## config.mk

```make
export PLATFORM = sky130hd
export DESIGN_NAME = ddr3_req_arbiter
export DESIGN_NICKNAME = d
export VERILOG_FILES = /design/src/rtl/ddr3_req_arbiter.sv
export SDC_FILE = /design/constraint.sdc
export NUM_CORES = 1
export LEC_CHECK = 0
export CAP_MARGIN = 10
export CORE_AREA = 2 2 365 367
export DETAILED_ROUTE_END_ITERATION = 10
export DIE_AREA = 0 0 367 369
export HOLD_SLACK_MARGIN = 0.05
export PLACE_DENSITY = 0.35
export SYNTH_ARGS = -nofsm -noshare
export SYNTH_HDL_FRONTEND = slang
export SYNTH_SLANG_ARGS = --single-unit
```

## constraint.sdc

```tcl
create_clock -name sclk -period 2.8 [get_ports sclk]
set_input_delay 0.28 -clock sclk [delete_from_list [all_inputs] [get_ports sclk]]
set_output_delay 0.28 -clock sclk [all_outputs]
set_load 0.02 [all_outputs]
```

## src/rtl/ddr3_req_arbiter.sv

```systemverilog
// Two-requester command scheduler for the DDR3 controller user interface.
// Runs controller init, round-robin arbitrates commands, steers write pulls and read returns.
module ddr3_req_arbiter #(
    parameter int unsigned BEATS_PER_BURST = 2,
    parameter int unsigned RD_TAG_DEPTH    = 4,
    parameter logic [3:0]  CMD_READ        = 4'b0001,
    parameter logic [3:0]  CMD_WRITE       = 4'b0010,
    parameter logic        OFLY_BL         = 1'b0
) (
    input  logic         sclk,
    input  logic         rst_n,

    input  logic         r0_req,
    input  logic         r0_rnw,
    input  logic [27:0]  r0_addr,
    input  logic [4:0]   r0_burst_cnt,
    output logic         r0_grant,
    input  logic [127:0] r0_wdata,
    input  logic [15:0]  r0_wmask,
    output logic         r0_wdata_rdy,
    output logic [127:0] r0_rdata,
    output logic         r0_rdata_valid,

    input  logic         r1_req,
    input  logic         r1_rnw,
    input  logic [27:0]  r1_addr,
    input  logic [4:0]   r1_burst_cnt,
    output logic         r1_grant,
    input  logic [127:0] r1_wdata,
    input  logic [15:0]  r1_wmask,
    output logic         r1_wdata_rdy,
    output logic [127:0] r1_rdata,
    output logic         r1_rdata_valid,

    output logic         init_start,
    input  logic         init_done,
    output logic [3:0]   cmd,
    output logic [27:0]  addr,
    output logic [4:0]   cmd_burst_cnt,
    output logic         cmd_valid,
    input  logic         cmd_rdy,
    input  logic         datain_rdy,
    output logic [127:0] write_data,
    output logic [15:0]  data_mask,
    input  logic [127:0] read_data,
    input  logic         read_data_valid,
    output logic         ofly_burst_len,
    output logic         busy,
    output logic         rd_err
);

    localparam int unsigned PtrW = (RD_TAG_DEPTH > 1) ? $clog2(RD_TAG_DEPTH) : 1;
    localparam int unsigned CntW = PtrW + 1;

    typedef enum logic [1:0] {StInit, StIdle, StCmd, StWdata} state_e;

    state_e       state_q, state_d;
    logic         rr_q, rr_d;
    logic         lat_id_q, lat_id_d;
    logic         lat_rnw_q, lat_rnw_d;
    logic [27:0]  lat_addr_q, lat_addr_d;
    logic [4:0]   lat_bc_q, lat_bc_d;
    logic [6:0]   wbeats_q, wbeats_d;
    logic [6:0]   lat_beats;
    logic         init_start_q, busy_q, rd_err_q;

    logic         tag_id_q [RD_TAG_DEPTH];
    logic [6:0]   tag_beats_q [RD_TAG_DEPTH];
    logic [PtrW-1:0] wr_ptr_q, rd_ptr_q;
    logic [CntW-1:0] count_q, count_d;
    logic [6:0]   head_done_q;

    logic         fifo_empty, fifo_full;
    logic         push, pop, beat_ok;
    logic         head_id;
    logic [6:0]   head_beats;
    logic         elig0, elig1, pick;

    // Burst count 0 encodes 32; the result always fits in 7 bits (max 64).
    assign lat_beats = 7'(((lat_bc_q == 5'd0) ? 32'd32 : {27'd0, lat_bc_q}) * BEATS_PER_BURST);

    assign fifo_empty = (count_q == '0);
    assign fifo_full  = (count_q == CntW'(RD_TAG_DEPTH));
    assign elig0      = r0_req & (~r0_rnw | ~fifo_full);
    assign elig1      = r1_req & (~r1_rnw | ~fifo_full);

    always_comb begin
        state_d      = state_q;
        rr_d         = rr_q;
        lat_id_d     = lat_id_q;
        lat_rnw_d    = lat_rnw_q;
        lat_addr_d   = lat_addr_q;
        lat_bc_d     = lat_bc_q;
        wbeats_d     = wbeats_q;
        pick         = 1'b0;
        push         = 1'b0;
        cmd_valid    = 1'b0;
        cmd          = 4'b0000;
        r0_grant     = 1'b0;
        r1_grant     = 1'b0;
        r0_wdata_rdy = 1'b0;
        r1_wdata_rdy = 1'b0;
        unique case (state_q)
            StInit: begin
                if (init_done) state_d = StIdle;
            end
            StIdle: begin
                if (elig0 | elig1) begin
                    // rr_q names the requester favoured on a tie.
                    pick       = (elig0 & elig1) ? rr_q : elig1;
                    lat_id_d   = pick;
                    lat_rnw_d  = pick ? r1_rnw : r0_rnw;
                    lat_addr_d = pick ? r1_addr : r0_addr;
                    lat_bc_d   = pick ? r1_burst_cnt : r0_burst_cnt;
                    rr_d       = ~pick;
                    state_d    = StCmd;
                end
            end
            StCmd: begin
                cmd_valid = 1'b1;
                cmd       = lat_rnw_q ? CMD_READ : CMD_WRITE;
                if (cmd_rdy) begin
                    r0_grant = ~lat_id_q;
                    r1_grant = lat_id_q;
                    if (lat_rnw_q) begin
                        push    = 1'b1;
                        state_d = StIdle;
                    end else begin
                        wbeats_d = lat_beats;
                        state_d  = StWdata;
                    end
                end
            end
            StWdata: begin
                r0_wdata_rdy = datain_rdy & ~lat_id_q;
                r1_wdata_rdy = datain_rdy & lat_id_q;
                if (datain_rdy) begin
                    wbeats_d = wbeats_q - 7'd1;
                    if (wbeats_q == 7'd1) state_d = StIdle;
                end
            end
            default: state_d = StInit;
        endcase
    end

    always_ff @(posedge sclk or negedge rst_n) begin
        if (!rst_n) begin
            state_q    <= StInit;
            rr_q       <= 1'b0;
            lat_id_q   <= 1'b0;
            lat_rnw_q  <= 1'b0;
            lat_addr_q <= '0;
            lat_bc_q   <= '0;
            wbeats_q   <= '0;
        end else begin
            state_q    <= state_d;
            rr_q       <= rr_d;
            lat_id_q   <= lat_id_d;
            lat_rnw_q  <= lat_rnw_d;
            lat_addr_q <= lat_addr_d;
            lat_bc_q   <= lat_bc_d;
            wbeats_q   <= wbeats_d;
        end
    end

    assign addr          = lat_addr_q;
    assign cmd_burst_cnt = lat_bc_q;
    assign write_data    = (state_q == StWdata && lat_id_q) ? r1_wdata : r0_wdata;
    assign data_mask     = (state_q == StWdata && lat_id_q) ? r1_wmask : r0_wmask;

    // Read tag FIFO: one entry per outstanding read, returned strictly in order.
    assign head_id        = tag_id_q[rd_ptr_q];
    assign head_beats     = tag_beats_q[rd_ptr_q];
    assign beat_ok        = read_data_valid & ~fifo_empty;
    assign pop            = beat_ok & ((head_done_q + 7'd1) == head_beats);
    assign r0_rdata_valid = beat_ok & ~head_id;
    assign r1_rdata_valid = beat_ok & head_id;
    assign r0_rdata       = read_data;
    assign r1_rdata       = read_data;

    always_comb begin
        count_d = count_q;
        unique case ({push, pop})
            2'b10:   count_d = count_q + CntW'(1);
            2'b01:   count_d = count_q - CntW'(1);
            default: count_d = count_q;
        endcase
    end

    always_ff @(posedge sclk) begin
        if (push) begin
            tag_id_q[wr_ptr_q]    <= lat_id_q;
            tag_beats_q[wr_ptr_q] <= lat_beats;
        end
    end

    always_ff @(posedge sclk or negedge rst_n) begin
        if (!rst_n) begin
            wr_ptr_q    <= '0;
            rd_ptr_q    <= '0;
            count_q     <= '0;
            head_done_q <= '0;
        end else begin
            count_q <= count_d;
            if (push) wr_ptr_q <= wr_ptr_q + PtrW'(1);
            if (pop) rd_ptr_q <= rd_ptr_q + PtrW'(1);
            if (beat_ok) head_done_q <= pop ? 7'd0 : head_done_q + 7'd1;
        end
    end

    // Status outputs registered from next-state so they read 0 while in reset.
    always_ff @(posedge sclk or negedge rst_n) begin
        if (!rst_n) begin
            init_start_q <= 1'b0;
            busy_q       <= 1'b0;
            rd_err_q     <= 1'b0;
        end else begin
            init_start_q <= (state_d == StInit);
            busy_q       <= (state_d != StIdle) | (count_d != '0);
            rd_err_q     <= rd_err_q | (read_data_valid & fifo_empty);
        end
    end

    assign init_start     = init_start_q;
    assign busy           = busy_q;
    assign rd_err         = rd_err_q;
    assign ofly_burst_len = OFLY_BL;

endmodule

```

Word level (Yosys, flattened, before mapping) --
Memories as Yosys holds them, arrays and structs flattened. Cells that the tools add are included. W data, S select, Z words.
Cells by class: equal/unequal tests 12, reductions and logical operators 9, multiplexer cells 34, $add $sub $neg 6, bitwise gates (word level) 22
Operators by type and width (count):
- $mux W128 | 1
- $mux W28 | 1
- $mux W7 | 4
- $mux W16 | 1
- $mux W2 | 8
- $mux W1 | 14
- $pmux W7 S2 | 1
- $and A1 B1 Y1 | 10
- $pmux W2 S4 | 1
- $add A7 B1 Y7 const B | 1
- $eq A7 B1 Y1 const B | 1
- $eq A7 B7 Y1 | 1
- $not A1 Y1 | 7
- $sub A7 B1 Y7 const B | 1
- $eq A2 B2 Y1 const B | 3
- $mux W6 | 1
- $ne A2 B2 Y1 const B | 3
- $pmux W3 S2 | 1
- $logic_not A5 Y1 | 1
- $mux W5 | 1
- $or A1 B1 Y1 | 5
- $add A2 B1 Y2 const B | 2
- $eq A2 B1 Y1 const B | 2
- $logic_not A2 Y1 | 2
- 10 further kinds | 10
Word-level totals: memories 2, bits of input ports 492, memory bits (writable) 28, logic and storage cells 99, register bits 62, output and inout port bits 448
Memories:
- tag_beats_q | words 4, bits a word 6, rd ports 1, clocked after memory_dff 0, write ports 1, RTL line 68 | logic [6:0] tag_beats_q [RD_TAG_DEPTH];
- tag_id_q | words 4, bits a word 1, rd ports 1, clocked after memory_dff 0, write ports 1, RTL line 67 | logic tag_id_q [RD_TAG_DEPTH];

Longest topological paths before layout --
depth after elaboration 9, depth in mapped cells 13, depth with buffers taken out 13

Least setup slack after synthesis --
Ideal clock, no wire load.
path kind flip-flop to flip-flop, from reg head_done_q[0], to reg busy_q (netlist: busy), clock period less this slack 3.114 ns, stages on the path, launching flop included 14, buffers on the path 0, slack -0.314 ns, arrival 2.968 ns, required time 2.654 ns, cells stage by stage dfrtp_1 > ha_1 > and3_2 > and3_1 > xnor3_1 > nor4_4 > ha_1 > inv_1 > fa_1 > xor2_1 > nor2_1 > xor2_1 > nor3_1 > nand4_1
Between the ends: cells in the longest elaborated chain, start to end 7, elaborated cells on any way between the ends 8, those cells by class add/sub (1); eq/ne (3); mux (1); bitwise (2); reduce/logical (1)
RTL lines:
- start: declaration | RTL line 71 | logic [6:0] head_done_q;
- start signal: assignment | RTL line 207 | if (beat_ok) head_done_q <= pop ? 7'd0 : head_done_q + 7'd1;
- $add A7 B1 Y7 (*) | RTL line 175 | assign pop = beat_ok & ((head_done_q + 7'd1) == head_beats);
- $eq A7 B7 Y1 (*) | RTL line 175
- $and A1 B1 Y1 (*) | RTL line 175
- net pop | RTL line 74 | logic push, pop, beat_ok;
- $eq A2 B1 Y1 or $eq A2 B2 Y1 (tied branches) | RTL line 183 | unique case ({push, pop})
- $pmux W3 S2 (*) | RTL line 183
- net count_d[2] | RTL line 70 | logic [CntW-1:0] count_q, count_d;
- $reduce_bool A3 Y1 (*) | RTL line 219 | busy_q <= (state_d != StIdle) | (count_d != '0);
- $or A1 B1 Y1 (*) | RTL line 219
- end signal: assignment | RTL line 219
- end: declaration | RTL line 65 | logic init_start_q, busy_q, rd_err_q;
The timed path passes the listed nets; every way through them passes the cells marked *. A chain may end at the register's enable or synchronous reset.

Worst setup path after layout --
from reg rd_ptr_q[0], to reg busy_q (netlist: busy)
Between the ends: cells in the longest elaborated chain, start to end 7, elaborated cells on any way between the ends 8, those cells by class eq/ne (3); mux (1); bitwise (2); reduce/logical (1); memory (1)
RTL lines:
- start: declaration | RTL line 69 | logic [PtrW-1:0] wr_ptr_q, rd_ptr_q;
- start signal: assignment | RTL line 206 | if (pop) rd_ptr_q <= rd_ptr_q + PtrW'(1);
- $mem_v2 Z4 W6 (*)
- $eq A7 B7 Y1 (*) | RTL line 175
- $and A1 B1 Y1 (*) | RTL line 175
- net pop | RTL line 74
- $eq A2 B1 Y1 or $eq A2 B2 Y1 (tied branches) | RTL line 183
- $pmux W3 S2 (*) | RTL line 183
- net count_d[2] | RTL line 70
- $reduce_bool A3 Y1 (*) | RTL line 219
- $or A1 B1 Y1 (*) | RTL line 219
Marks and branches as above.

==> flow_summary_export.csv <==
group,metric,value,unit
clock_tree,clk_path_buf_depth,2,
floorplanning,num_rows,133,
power_and_ir_drop,ir_drop,0.000281,V
power_and_ir_drop,pwr_density_cell,798,nW/µm²
timing,rsz0062_at_grt,"yes",
global_route,grt_antenna_before_repair,47,
route,dr_total_vias,7132,
worst_setup_path,cp-start-kind,"flip-flop",
clock_tree,clk_transition_reported_paths,0.07,ns
route,vias_per_cell,2.51,
layout,final_cell_mix,"clkdlybuf4s50_1, mux2_2, buf_4, dfrtp_1, inv_1",
route,wirelength,59100,µm
timing,finalSetupViolations,2,
clock_tree,cts_num_sinks,90,
floorplanning,die_w,367,µm
layout,multiInputGateArea,3250,µm²
layout,fin_nets,1577,
synthesis,async_flop_share,0.689,
timing,worst_pin_slew,0.743,ns
worst_setup_path,r2r_cells,13,
floorplanning,die_y,369,µm
layout,final_common_cell,"clkdlybuf4s50_1",
clock_tree,cts_tree,"yes",
floorplanning,dieArea,135000,µm²
worst_setup_path,cp_max_fo,3,
global_route,grt.total_usage,0.0838,
worst_setup_path,worstSetupEndpointType,"flip-flop",
timing,fin_crit,3.06,ns
worst_setup_path,worstReg2RegStart,"rd_ptr_q[0]$_DFFE_PN0P_",
floorplanning,ios,940,
layout,fill_cells,15200,
synthesis,synth_cells,761,
layout,drive_gt1_frac,0.246,
placed_design,routabilityCongestion,0.897,
route,wl_per_cell,20.8,µm
power_and_ir_drop,p_sw,5090,µW
run,maxCapViolCount,0,
clock_tree,cts_root_buffer,"clkbuf_16",
worst_setup_path,worstPathRequired,3.04,ns
floorplanning,start_util,0.0601,
route,drc,0,
placed_design,io_buffers,552,
layout,fin_util,0.109,
worst_setup_path,cp_data_arrival_time,3.30,ns
power_and_ir_drop,p_comb_frac,0.675,
worst_hold_path,hp-class,"in2async",
power_and_ir_drop,p_int,6320,µW
synthesis,ys_ff_latch,90,
synthesis,synth_edf_count,28,
route,drtIter0Drc,368,
power_and_ir_drop,pwr-share-seq,0.203,
timing,tns,-0.454,ns
timing,clock_skew,0.0157,ns
global_route,grt_first_pass_wirelength,74900,µm
route,ant_nets,0,
power_and_ir_drop,p_clk_frac,0.121,
layout,final-seq-area,2390,µm²
timing,fin_crit_sh,1.09,
synthesis,ys_seq_area_frac,0.303,
timing,slew_viol_final,0,
power_and_ir_drop,p_leak,0.00528,µW
outcome,status,"complete, but fails checks",
timing,hold_viol_final,0,
outcome,violations,"setup timing",
timing,fmax,326,MHz
route,firstDrtPassIters,6,
timing,slew_headroom,0.504,
power_and_ir_drop,switching_share,0.446,
worst_setup_path,reg2reg_to,"busy$_DFF_PN0_",
synthesis,yosys_warnings,0,
power_and_ir_drop,power.total,11400,µW
clock_tree,htree_levels,3,
global_route,overflow,0,
synthesis,ys.flop_type,"dfrtp_1",
clock_tree,cts_buffers,9,
floorplanning,core_area,131000,µm²
clock_tree,clkLatencyLatePin,0.39,ns
synthesis,syn_area,7890,µm²
layout,area_growth,81.3,%
timing,fin_ws,-0.264,ns
worst_setup_path,path_class,"reg2reg",
synthesis,syn_avg_cell_area,10.4,µm²
global_route,grt_pass1_vias,7691,
placed_design,dpl.hpwl,52700,µm
worst_setup_path,rrSetupSlack,-0.26,ns
global_route,grt_max_degree,32,
synthesis,synth_cell_types,55,
how the worst max path moves through the flow:
| stage | startpoint | end | slack (ns) | cells past startpoint |
|---|---|---|---|---|
| 2_1_floorplan | rd_ptr_q[0]$_DFFE_PN0P_ | busy$_DFF_PN0_ | -0.18 | 13 |
| 3_3_place_gp | rd_ptr_q[0]$_DFFE_PN0P_ | busy$_DFF_PN0_ | -0.56 | 12 |
| 3_5_place_dp | rd_ptr_q[0]$_DFFE_PN0P_ | busy$_DFF_PN0_ | -0.61 | 12 |
| 4_1_cts | rd_ptr_q[0]$_DFFE_PN0P_ | busy$_DFF_PN0_ | -0.30 | 13 |
| 5_1_grt | rd_ptr_q[0]$_DFFE_PN0P_ | busy$_DFF_PN0_ | -0.45 | 13 |
| 6_report | rd_ptr_q[0]$_DFFE_PN0P_ | busy$_DFF_PN0_ | -0.26 | 13 |
critical path, stage by stage, from the launching register on:
cell and delay, ns:
dfrtp_2 0.41, buf_6 0.13, mux4_2 0.53, nor3b_4 0.23, o2111ai_4 0.17, nor4_4 0.19
ha_2 0.23, inv_2 0.04, fa_2 0.33, xor2_1 0.14, nor2_1 0.11, xor2_1 0.11
nor3_2 0.16, nand4_1 0.12
area by class of cell:
cell class	count	share of cell area
antenna	6	0.00105
clock buffer	9	0.0157
clock inverter	7	0.00656
inverter	45	0.0118
multi-input combinational	329	0.227
sequential	90	0.167
tap	1755	0.154
timing repair buffer	601	0.417
state kept, by name (all words and copies together), names as in the netlist, 2 cells and up:
signal / flops
addr: 28
tag_beats_q: 24
head_done_q: 7
wbeats_q: 7
cmd_burst_cnt: 5
tag_id_q: 4
count_q: 3
rd_ptr_q: 2
state_q: 2
wr_ptr_q: 2
kinds of logic after synthesis:
family,Yosys count,synth area share
compound gates,73,0.0801
xor+xnor,16,0.0259
fa+ha+maj,9,0.0152
buf+inv,344,0.290
flops,90,0.303
mux,154,0.231
other cells,1,0.000476
simple gates,74,0.0538
metrics by stage:
| step | worst slack, ns | std cells | hold slack [ns] | cell area [µm²] |
|---|---|---|---|---|
| after floorplan | -0.182 | 763 | -0.0156 | 7900 |
| after global placement | -0.556 | 2812 | 0.300 | 13800 |
| after detailed placement | -0.606 | 2812 | 0.302 | 13800 |
| after CTS | -0.296 | 2835 | 0.419 | 14200 |
| after global routing | -0.450 | 2837 | 0.442 | 14300 |
| final | -0.264 | 2842 | 0.401 | 14300 |
synth_stat cells (3+ instances only):
cell	number	area, µm²
a21boi_0	3	22.5
a21o_1	3	22.5
a21oi_1	6	30.0
a222oi_1	34	340
and2_1	7	43.8
and3_1	6	37.5
buf_1	3	11.3
buf_2	12	60.1
buf_4	259	1940
clkbuf_1	24	90.1
dfrtp_1	62	1550
edfxtp_1	28	841
ha_1	8	100
inv_1	45	169
mux2_2	144	1620
mux2i_1	3	30.0
mux4_1	4	105
mux4_2	3	67.6
nand2_1	18	67.6
nor2_1	18	67.6
nor2b_1	4	25.0
nor3_1	4	20.0
o21ai_0	12	60.1
xnor2_1	6	52.6
xnor3_1	3	67.6
xor2_1	5	43.8
layer usage:
| metal | share of wire | vias to the layer above | global-route usage |
|---|---|---|---|
| met5 | 0.0095 | - | 0.0110 |
| met4 | 0.027 | 64 | 0.0226 |
| met3 | 0.13 | 163 | 0.0523 |
| met2 | 0.48 | 492 | 0.141 |
| met1 | 0.35 | 3393 | 0.0862 |
| li1 | - | 3020 | - |
power by group through the flow:
| stage | combinational (µW) | sequential [µW] | clock [µW] |
|---|---|---|---|
| 6_report | 7700 | 2320 | 1380 |
| 3_3_place_gp | 7720 | 2340 | 0 |
| 5_1_grt | 8250 | 2400 | 1510 |
| 3_5_place_dp | 7750 | 2360 | 0 |
| 2_1_floorplan | 4160 | 2430 | 0 |
| 4_1_cts | 7970 | 2330 | 1450 |
timing repair:
item | CTS | global route
gates cloned | 1 | 0
setup endpoints to repair | 112 | 20
hold buffers | 1 | 0
pin swaps | 2 | 0
endpoints found under the hold margin | 28 | 0
buffers inserted | 5 | 1
gates resized for setup | 22 | 18
Note: power is estimated with default switching activity, not from simulation.
==> patch 1, RTL diff (same flow settings) <==
Set the parameter `OFLY_BL` to 1'b1 (it was 1'b0).
--- a/src/rtl/ddr3_req_arbiter.sv
+++ b/src/rtl/ddr3_req_arbiter.sv
@@ -5,7 +5,7 @@
     parameter int unsigned RD_TAG_DEPTH    = 4,
     parameter logic [3:0]  CMD_READ        = 4'b0001,
     parameter logic [3:0]  CMD_WRITE       = 4'b0010,
-    parameter logic        OFLY_BL         = 1'b0
+    parameter logic        OFLY_BL         = 1'b1
 ) (
     input  logic         sclk,
     input  logic         rst_n,
Check against the original RTL: not equivalent (a bounded check fails within 4 cycles, from zero or initial values and one cycle with rst_n low).
==> patch 1 against the original RTL <==
The flow still finishes with violations (setup timing); critical endpoint unchanged; sequential cell count is the same; combinational power grew 4.9%; hold slack gained 0.067 ns; count of clock-buffer cells in the layout is the same; critical path type unchanged; routed wire length grew 4.1%; final area grew 1.1%; global-route usage grew 0.33 points; setup slack lost 0.019 ns; total power grew 2.4%; utilization grew 0.13 points; synthesized area is essentially flat.
==> patch 1: results (changes against the original RTL) <==
Synth
  • Primary FF master, synth: dfrtp_1 (unchanged)
  • Top post-synthesis cells by area: buf_4, mux2_2, dfrtp_1 (unchanged)
  • Ys async rst share: 68.9% (unchanged)
  • Seq/Total Area, Yosys: 30.3% (about the same)
  • Commonest cells post-synth: buf_4, mux2_2, dfrtp_1 (unchanged)

STA
  • Worst slew margin: 22.6% (was 50.4%)
  • PnR worst setup slack: -0.284 ns (was -0.264 ns)
  • Hold_ws: 0.467 ns (was 0.401 ns)
  • Fin Clk Skew: 0.0160 ns (was 0.0157 ns)
  • Setup violation total in the final timing report: 2 (unchanged)

Routing
  • Iteration-0 DRC Markers: 437 (was 368)
  • Vias: 7,099 (was 7,132)
  • Wire length per cell: 21.6 um (was 20.8 um)
  • First drt pass iteration count: 7 (was 6)

Critical path
  • WP data arrival: 3.33 ns (was 3.30 ns)
  • CP peak stage delay: 0.49 ns (was 0.53 ns)
  • Crit-path max FO: 4 (was 3)

Outcome
  • Violated checks: setup timing (unchanged)
  • Status: finished, violations left (unchanged)

CTS
  • Clock-pin slew on the worst setup and hold paths: about 0.080 ns

Placement
  • Post-Place Cell Area: 13,900 um2 (was 13,800 um2)
  • GP Congestion: 0.893 (was 0.897)
  • HPWL after DPL: 55.2 mm (was 52.7 mm)
  • Post-Place Setup Slack: -0.520 ns (was -0.606 ns)

Global routing
  • Antenna violations before repair: 52 (was 47)
  • First-pass GRT wire length: 76.6 mm (was 74.9 mm)
  • Gr usage total: 8.71% (was 8.38%)
  • Vias in the first global route: 7,682 (was 7,691)
  • Largest net degree at the start of global routing: 47 (was 32)

Cells and area
  • Post-layout nets: 1,589 (was 1,577)
  • FILL cells: 15.2k (about the same)
  • Share of layout cells above drive strength 1: 26.9% (was 24.6%)
  • Area of the multi-input gates: 3260 um2 (was 3250 um2)

Power and ir drop
  • Leakage Power: 5.40 nW (was 5.28 nW)
  • Max IR drop VDD: 244 uV (was 281 uV)

Min path
  • Worst min path class: register to register (was input pin to async pin)
  • Hold path start: rd_err
==> patch 1: worst max-delay path by stage <==
stage	start	to	slack (ns)	cells after the start
global route	rd_ptr_q[0]	busy	-0.40	13
global placement	rd_ptr_q[0]	busy	-0.54	12
CTS	rd_ptr_q[0]	busy	-0.35	13
detailed placement	rd_ptr_q[0]	busy	-0.52	12
finish	rd_ptr_q[0]	busy	-0.28	13
floorplan	rd_ptr_q[0]	busy	-0.18	13
==> patch 1: power by group <==
group / switching [mW] / internal [mW]
logic: 4.12 / 3.97
clock network: 0.671 / 0.635
registers: 0.448 / 1.84
==> patch 1: cell families after synthesis <==
kind of cell | share of synthesized area [%]
buffers and inverters | 29.0
multiplexers | 23.1
flip-flops | 30.3
AND/OR/NAND/NOR | 5.38
AO/OA/AOI/OAI | 8.01
XOR/XNOR | 2.58
adder cells (fa/ha/maj) | 1.52
other | 0.0952
==> patch 1: through the flow <==
step	TNS (ns)	std cells	power [mW]	util [%]
after floorplan	-0.182	763	6.58	-
after global placement	-0.957	2819	10.4	10.6
after detailed placement	-0.851	2819	10.4	10.6
after CTS	-0.500	2843	12.0	10.9
after global routing	-0.813	2849	12.5	11.0
final	-0.502	2854	11.7	11.0
==> patch 1: repair_timing <==
item / 4_1_cts / 5_1_grt
setup buffers: 7 / 5
gates resized for setup: 7 / 27
endpoints found under the hold margin: 44 / 0
setup endpoints to repair: 101 / 41
pin swaps: 6 / 5
hold buffers: 1 / 0
==> patch 1: per-layer routing <==
layer  routed length (um)  vias up  global-route usage [%]
met5                  430        -                   0.285
met1                20200     3321                    8.23
met4                 1860       62                    2.66
met2                32000      496                    15.8
met3                 7040      175                    5.03
li1                     -     3045                       -
==> patch 1: area by class of cell <==
| cell class | count | share of cell area [%] |
|---|---|---|
| diodes | 6 | 0.104 |
| clock buffers | 9 | 1.56 |
| clock inverters | 7 | 0.510 |
| inverters | 45 | 1.17 |
| multi-input cells | 329 | 22.5 |
| flip-flops and latches | 90 | 16.5 |
| well taps | 1755 | 15.2 |
| repair buffers | 613 | 42.4 |
==> patch 2, RTL diff (config.mk and constraints unchanged) <==
Made on the original files. Re-encode `state_e` (4 states) as one-hot, 4 bits wide.
--- a/src/rtl/ddr3_req_arbiter.sv
+++ b/src/rtl/ddr3_req_arbiter.sv
@@ -52,7 +52,7 @@
     localparam int unsigned PtrW = (RD_TAG_DEPTH > 1) ? $clog2(RD_TAG_DEPTH) : 1;
     localparam int unsigned CntW = PtrW + 1;
 
-    typedef enum logic [1:0] {StInit, StIdle, StCmd, StWdata} state_e;
+    typedef enum logic [3:0] {StInit = 4'b0001, StIdle = 4'b0010, StCmd = 4'b0100, StWdata = 4'b1000} state_e;
 
     state_e       state_q, state_d;
     logic         rr_q, rr_d;
Check against the original RTL: same outputs for any inputs over 4 cycles, from zero or initial values and one cycle with rst_n low; so few cycles prove little.
==> patch 2 against the original RTL <==
Utilization increased by 0.72 points; count of clock-buffer cells in the layout increased by 1; final area increased by 6.6%; critical path depth decreased by 1; setup slack improved by 0.0097 ns; largest cell class unchanged; clock skew decreased by 0.0020 ns; first-iteration DRC count increased by 3.3%; critical endpoint unchanged; synthesized area increased by 0.30%; the run still ends with setup timing left; routed wire length increased by 14%; sequential cell count increased by 2.
Power is not compared: it rests on default switching activity, and its combinational part moved more than twofold at a synthesized area within 25%.
==> patch 2: results (changes against the original RTL) <==
Outcome
  • Status: finished, violations left (unchanged)
  • Violated checks: setup timing (unchanged)

Cells and area
  • Fin cells: 2,850 (was 2,842)
  • Share of layout cells above drive strength 1: 29.9% (was 24.6%)
  • Post-layout nets: 1,586 (was 1,577)
  • FILL cells: 15.1k (was 15.2k)
  • Max reg flops: 28 (unchanged)

Placement
  • Placed Cells: 2,817 (was 2,812)
  • Post-Place Setup Slack: -0.358 ns (was -0.606 ns)
  • GP Congestion: 0.928 (was 0.897)
  • HPWL after DPL: 61.3 mm (was 52.7 mm)
  • IO Port Bufs: 552 (unchanged)

CTS
  • Clock latency on the worst-skew pair: 0.37 ns (was 0.39 ns)
  • CTS buffer count: 9 (unchanged)
  • H-tree levels: 3 (unchanged)
  • Clock-pin slew on the worst setup and hold paths: roughly 0.08 ns
  • Max clock buf depth: 2 (unchanged)
  • Root Driver: clkbuf_16 (unchanged)

STA
  • Setup violation total in the final timing report: 2 (unchanged)
  • TNS Setup: -0.403 ns (was -0.454 ns)
  • Fin Clk Skew: 0.0137 ns (was 0.0157 ns)
  • Slew of the pin with the lowest slew margin: 0.675 ns (was 0.743 ns)
  • PnR worst setup slack: -0.255 ns (was -0.264 ns)

Synth
  • Commonest cells post-synth: buf_4, mux2_2, dfrtp_1 (unchanged)
  • Count of cell types in the netlist: 56 (was 55)
  • Ys async rst share: 69.6% (was 68.9%)
  • Seq/Total Area, Yosys: 30.9% (was 30.3%)
  • Warnings from Yosys: 0 (unchanged)
  • Primary FF master, synth: dfrtp_1 (unchanged)
  • Top post-synthesis cells by area: buf_4, mux2_2, dfrtp_1 (unchanged)
  • Syn Area/Cell: 10.2 um2 (was 10.4 um2)
  • Number of synthesized flops with an enable pin: 28 (unchanged)

Critical path
  • Reg2reg start: rd_ptr_q[0] (unchanged)
  • CP peak stage delay: ~0.54 ns
  • Crit-path max FO: 8 (was 3)
  • R2R depth: 12 (was 13)
  • Reg-to-reg endpoint: busy (unchanged)
  • Crit path max-delay family: simple AND/OR/NAND/NOR gates (unchanged)
  • WP data arrival: 3.31 ns (was 3.30 ns)
  • Worst path slowest cell: fa_2 (was mux4_2)

Routing
  • Iteration-0 DRC Markers: 380 (was 368)
  • First drt pass iteration count: 9 (was 6)
  • Wire length per cell: 23.7 um (was 20.8 um)
  • Vias: 7,132 (unchanged)

Power and ir drop
  • Leakage Power: ~5.7 nW
  • Max IR drop VDD: 309 uV

Global routing
  • Gr usage total: 9.56% (was 8.38%)
  • Antenna violations before repair: 32 (was 47)
  • First-pass GRT wire length: 83.0 mm (was 74.9 mm)
  • Vias in the first global route: 7,642 (was 7,691)
  • Largest net degree at the start of global routing: 49 (was 32)

Min path
  • Worst min path class: register to register (was input pin to async pin)
  • Hold path start: rd_err
  • Worst Hold End: rd_err
  • Worst hold stages: 1
## patch 2: cell types whose count changed after synthesis, moves of 3 or more
cell and delta:
nand2_1 +3, buf_2 -6, mux2i_1 -3, o21ai_0 +4
clkbuf_1 +4, nor3_1 +5, buf_1 -3, nand3_1 +7
nor2_1 -3
## patch 2: repair_timing
action,4_1_cts,5_1_grt
resized for setup,75,3
gates cloned,1,0
setup buffers,5,5
pin swaps,6,4
endpoints found under the setup margin,92,72
endpoints found under the hold margin,38,0
hold buffers,1,0
## patch 2: per-layer routing
metal | vias to the layer above | GRT usage [%] | part of all wire (%)
li1 | 3082 | - | -
met1 | 3388 | 9.38 | 34
met2 | 483 | 17.5 | 53
met3 | 137 | 4.61 | 9.8
met4 | 42 | 2.84 | 2.9
met5 | - | 1.07 | 0.63
## patch 2: worst max-delay path by stage
| stage | startpoint | endpoint | slack [ns] | depth (start not counted) |
|---|---|---|---|---|
| final | rd_ptr_q[0] | busy | -0.25 | 12 |
| after detailed placement | rd_ptr_q[0] | busy | -0.36 | 14 |
| after floorplan | rd_ptr_q[0] | busy | -0.23 | 14 |
| after CTS | rd_ptr_q[0] | busy | -0.29 | 12 |
| after global routing | rd_ptr_q[0] | busy | -0.42 | 14 |
| after global placement | rd_ptr_q[0] | busy | -0.42 | 14 |
## patch 2: per-stage QoR
step / cell area, um2 / hold WS (ns)
5_1_grt: 15200 / 0.491
3_3_place_gp: 14800 / 0.344
3_5_place_dp: 14800 / 0.350
4_1_cts: 15200 / 0.470
2_1_floorplan: 7930 / -0.0156
6_report: 15300 / 0.459
## patch 2: cells by family after synthesis
logic type | synth area share, %
multiplexers | 22.7
XOR/XNOR | 1.88
flip-flops | 30.9
AND/OR/NAND/NOR | 6.12
other | 0.0474
buffers and inverters | 28.6
adder cells (fa/ha/maj) | 1.52
AO/OA/AOI/OAI | 8.21
## patch 2: area by class of cell
type	instances	share of cell area, %
antenna	5	0.0820
clock buffer	10	1.50
clock inverter	6	0.468
inverter	44	1.08
multi-input combinational	345	21.6
sequential	92	16.0
tap	1755	14.4
timing repair buffer	593	44.8
## patch 2: power by group
part | switching [mW] | internal (mW)
sequential | 0.433 | 1.82
combinational | 1.79 | 1.96
clock | 0.616 | 0.705
